File: src/rtl/fir_output_capture.sv
// fir_output_capture: captures a programmed run of filter samples with signed min/max tracking, then replays them over valid/ready.
module fir_output_capture #(
  parameter int WL = 32,
  parameter int DEPTH = 16,
  parameter int AW = 4
) (
  input  logic          clk,
  input  logic          rst_n,
  input  logic [WL-1:0] yin,
  input  logic          yin_valid,
  input  logic          arm,
  input  logic [AW:0]   count,
  input  logic          abort,
  output logic [WL-1:0] rd_data,
  output logic          rd_valid,
  output logic          rd_last,
  input  logic          rd_ready,
  output logic [WL-1:0] y_min,
  output logic [WL-1:0] y_max,
  output logic          busy,
  output logic          done
);
  typedef enum logic [1:0] {IDLE, CAPTURE, READOUT} state_t;
  state_t state_q, state_d;
  logic [AW:0] len_q, len_d, wr_q, wr_d, rd_q, rd_d, rd_n;
  logic [WL-1:0] min_q, min_d, max_q, max_d, data_q, data_d;
  logic valid_q, valid_d, last_q, last_d, done_q, done_d;
  logic we;
  logic [WL-1:0] mem [DEPTH];
  always_comb begin
    state_d = state_q;
    len_d = len_q;
    wr_d = wr_q;
    rd_d = rd_q;
    min_d = min_q;
    max_d = max_q;
    data_d = data_q;
    valid_d = valid_q;
    last_d = last_q;
    done_d = 1'b0;
    we = state_q == CAPTURE && yin_valid && !abort;
    rd_n = rd_q + (AW+1)'(1);
    if (abort) begin
      state_d = IDLE;
      valid_d = 1'b0;
      last_d = 1'b0;
    end else if (state_q == IDLE) begin
      wr_d = '0;
      rd_d = '0;
      if (arm) begin
        len_d = (count == '0 || count > (AW+1)'(DEPTH)) ? (AW+1)'(DEPTH) : count;
        state_d = CAPTURE;
      end
    end else if (state_q == CAPTURE) begin
      if (we) begin
        wr_d = wr_q + (AW+1)'(1);
        min_d = (wr_q == '0 || $signed(yin) < $signed(min_q)) ? yin : min_q;
        max_d = (wr_q == '0 || $signed(yin) > $signed(max_q)) ? yin : max_q;
        // sample 0 bypasses the buffer when it is also the final write
        if (wr_d == len_q) begin
          state_d = READOUT;
          valid_d = 1'b1;
          data_d = wr_q == '0 ? yin : mem[0];
          last_d = len_q == (AW+1)'(1);
          rd_d = '0;
        end
      end
    end else if (valid_q && rd_ready) begin
      if (last_q) begin
        state_d = IDLE;
        valid_d = 1'b0;
        last_d = 1'b0;
        done_d = 1'b1;
      end else begin
        rd_d = rd_n;
        data_d = mem[rd_n[AW-1:0]];
        last_d = rd_n == len_q - (AW+1)'(1);
      end
    end
  end
  always_ff @(posedge clk) begin
    if (!rst_n) begin
      state_q <= IDLE;
      len_q <= '0;
      wr_q <= '0;
      rd_q <= '0;
      min_q <= '0;
      max_q <= '0;
      data_q <= '0;
      valid_q <= 1'b0;
      last_q <= 1'b0;
      done_q <= 1'b0;
    end else begin
      state_q <= state_d;
      len_q <= len_d;
      wr_q <= wr_d;
      rd_q <= rd_d;
      min_q <= min_d;
      max_q <= max_d;
      data_q <= data_d;
      valid_q <= valid_d;
      last_q <= last_d;
      done_q <= done_d;
    end
  end
  always_ff @(posedge clk) begin
    if (rst_n && we) mem[wr_q[AW-1:0]] <= yin;
  end
  assign rd_data = data_q;
  assign rd_valid = valid_q;
  assign rd_last = last_q;
  assign y_min = min_q;
  assign y_max = max_q;
  assign busy = state_q != IDLE;
  assign done = done_q;
endmodule

File: config.mk
export PLATFORM = sky130hd
export DESIGN_NAME = fir_output_capture
export DESIGN_NICKNAME = d
export VERILOG_FILES = /design/src/rtl/fir_output_capture.sv
export SDC_FILE = /design/constraint.sdc
export NUM_CORES = 1
export LEC_CHECK = 0
export BUFFER_PORTS_ARGS = -buffer_cell sky130_fd_sc_hd__buf_2
export CAP_MARGIN = 10
export CORE_UTILIZATION = 61
export CTS_CLUSTER_DIAMETER = 40
export DETAILED_ROUTE_END_ITERATION = 12
export HOLD_SLACK_MARGIN = 0.05
export PLACE_DENSITY = 0.89
export SYNTH_ARGS = -nofsm -noshare
export SYNTH_HDL_FRONTEND = slang
export SYNTH_SLANG_ARGS = --single-unit
File: constraint.sdc
create_clock -name clk -period 4.2 [get_ports clk]
set_input_delay 0.21 -clock clk [delete_from_list [all_inputs] [get_ports clk]]
set_output_delay 0.21 -clock clk [all_outputs]
set_load 0.02 [all_outputs]
==> flow_summary_export.csv <==
group,metric,value,unit
clocking,holdBufCountCts,8,
setup_path,cp_top_family,"compound AO/OA/AOI/OAI gates",
grt,grt_max_degree,132,
synthesis,async_flop_share,0,
cells_and_area,final_common_cell,"edfxtp_1",
setup_path,path_buf_inv,2,
grt,grt_overflow,0,
sta,fin_tns_setup,0,ns
detailed_routing,vias_per_cell,6.89,
floorplan,io_pins,143,
sta,period_needed,3.28,ns
cells_and_area,drive_gt1_frac,0.262,
detailed_routing,dr.pass1.iters,5,
power_and_ir_drop,powerDensity,431,nW/um^2
cells_and_area,final_cell_mix,"edfxtp_1 (512), mux4_2 (160), nand2_1 (154)",
detailed_routing,route.vias.total,16372,
synthesis,synth_ff_type,"edfxtp_1",
clocking,clock-sinks,628,
clocking,cts_tree,"built",
synthesis,synth_cells,1571,
synthesis,synth_cell_types,57,
setup_path,cp_slowest_cell,"a22o_2",
outcome,status,"finished clean",
sta,fin_hold_ws,0.0732,ns
synthesis,syn_nets,1685,
placed_design,dp_hpwl,40.6,mm
setup_path,crit_fanout,19,
grt,first_global_vias,16856,
power_and_ir_drop,p_leak,0.0102,uW
floorplan,start_util,0.625,
synthesis,synth_warnings,0,
sta,finalSetupViolations,0,
setup_path,cp.arrival,3.77,ns
synthesis,avgSynthCellArea,16.8,um^2
sta,tightest_slew,1.31,ns
detailed_routing,drt-initial-drc-count,2405,
clocking,post_cts_resize_count,0,
grt,grt_first_pass_wirelength,110,mm
job,maxCapViolCount,0,
cells_and_area,syn2layout_area_growth,14.3,%
setup_path,path_cells,"inv_1 > ha_1 > and2_0 > a221o_1 > a221oi_1 > o21ai_1 > a21oi_1 > xor2_1 > a22o_2 > buf_12 > mux2i_1",
clocking,root_buffer,"clkbuf_16",
sta,finalCritPeriodShare,0.781,
setup_path,slowest_delay,0.48,ns
clocking,cts_buffer_depth,3,
floorplan,die_x,210,um
synthesis,synth_area,26400,um^2
sta,finalClockSkew,0.0292,ns
floorplan,die_height,210,um
cells_and_area,nets,1866,
detailed_routing,drc_errors,0,
synthesis,synth_edf_count,512,
clocking,cts_buffers,66,
detailed_routing,wirelength,76.2,mm
sta,relSlewSlack,0.123,
sta,final-hold-violation-count,0,
clocking,worstSkewPairLatency,0.58,ns
clocking,cts_setup_buffers,0,
clocking,clkTransAtPathRegs,0.06,ns
clocking,cts_htree_levels,3,
power_and_ir_drop,ir_worst_vdd,0.000368,V
setup_path,required,4.69,ns
setup_path,end_kind,"register",
sta,max_freq,0.305,GHz
detailed_routing,final_antenna_net_count,0,
synthesis,seq_area_frac_synth,0.669,
floorplan,core-area,42300,um^2
setup_path,startpoint_type,"register",
floorplan,die_area,44200,um^2
detailed_routing,wl_per_cell,32.1,um
sta,drv_slew,0,
setup_path,setup.worst_path.class,"register to register",
floorplan,rows,75,
placed_design,gp_congestion,0.833,
grt,antenna_found_initial,1,
placed_design,io_buffers,142,
grt,grt.total_usage,0.351,
cells_and_area,num_antenna_cells,0,
sta,rsz0062_at_grt,"no",
worst_hold_path,hp-class,"input pin to register",
synthesis,ys_ff_latch,628,
flip-flops by register name, summed over array words and instances (netlist names):
name      count
done          1
len_q         5
mem         512
rd_data      32
rd_last       1
rd_q          5
rd_valid      1
state_q       2
wr_q          5
y_max        32
y_min        32
cells in the mapped netlist, types with 3 or more instances:
cell | n | area share
o21ai_0 | 8 | 0.0015
buf_4 | 12 | 0.0034
nor2b_1 | 44 | 0.010
nand2_1 | 154 | 0.022
a21o_1 | 6 | 0.0017
a2111oi_0 | 3 | 0.00099
nand4_1 | 14 | 0.0033
a221oi_1 | 3 | 0.00099
mux4_2 | 160 | 0.14
nor3_1 | 10 | 0.0019
nor2_1 | 35 | 0.0050
ha_1 | 71 | 0.034
dfxtp_1 | 116 | 0.088
buf_6 | 5 | 0.0021
a21oi_1 | 28 | 0.0053
a211oi_1 | 3 | 0.00085
mux2i_1 | 133 | 0.050
clkbuf_1 | 41 | 0.0058
a21boi_0 | 4 | 0.0011
inv_1 | 72 | 0.010
xnor2_1 | 9 | 0.0030
nand3_1 | 14 | 0.0026
buf_2 | 14 | 0.0026
nand3b_1 | 5 | 0.0014
nand2b_1 | 4 | 0.00095
buf_1 | 9 | 0.0013
o22ai_1 | 3 | 0.00071
edfxtp_1 | 512 | 0.58
o21ai_1 | 36 | 0.0068
xor2_1 | 8 | 0.0026
where the power goes:
| part | switching [uW] | internal, uW | leakage, uW |
|---|---|---|---|
| clock network | 2450 | 3300 | 0.00101 |
| registers | 20.2 | 6740 | 0.00554 |
| logic | 359 | 160 | 0.00367 |
| total | 2830 | 10200 | 0.0102 |
kinds of logic after synthesis:
logic type,after synthesis,synth area share
compound gates,109,0.0255
mux,293,0.187
simple gates,299,0.0537
buf+inv,154,0.0258
flops,628,0.669
fa+ha+maj,71,0.0336
xor+xnor,17,0.00563
metrics by stage:
stage | setup WS, ns | cells | cell area (um^2) | util | power (uW)
2_1_floorplan | 1.25 | 1571 | 26400 | - | 7140
3_3_place_gp | 1.18 | 2253 | 28000 | 0.663 | 7330
3_5_place_dp | 0.966 | 2253 | 28000 | 0.663 | 7360
4_1_cts | 0.990 | 2377 | 30200 | 0.714 | 13000
5_1_grt | 0.892 | 2377 | 30200 | 0.714 | 13300
6_report | 0.921 | 2377 | 30200 | 0.714 | 13000
worst register-to-register path: cells and delay by family (launching register included):
| family | cells | cell delay [ns] |
|---|---|---|
| AOI/OAI and AO/OA | 5 | 1.51 |
| DFF | 1 | 0.38 |
| buffers and inverters | 2 | 0.32 |
| adders and majority gates | 1 | 0.29 |
| muxes | 1 | 0.27 |
| and+or+nand+nor | 1 | 0.22 |
| xor gates and xnor gates | 1 | 0.20 |
cell type report:
| cell class | instances | area [um^2] |
|---|---|---|
| inverter | 72 | 270 |
| fill | 2320 | 12100 |
| clock inverter | 33 | 333 |
| clock buffer | 83 | 1760 |
| sequential | 628 | 17700 |
| multi-input combinational | 789 | 8240 |
| tap | 577 | 722 |
| timing repair buffer | 195 | 1190 |
worst paths after layout:
kind,startpoint,to,slack [ns],cells past startpoint
max reg2reg,y_max[26],y_max[27],0.92,11
max,y_max[26],y_max[27],0.92,11
min,yin[3],mem[0][3],0.07,1
min reg2reg,y_min[15],y_min[15],0.47,2
layer usage:
metal / track usage / share of wire / wire length [um]
met4: 0.184 / 0.055 / 4210
met5: 0 / 0.000092 / 7
met3: 0.0869 / 0.13 / 10100
met1: 0.440 / 0.33 / 25100
met2: 0.569 / 0.48 / 36700
(Power assumes the default switching activity.)
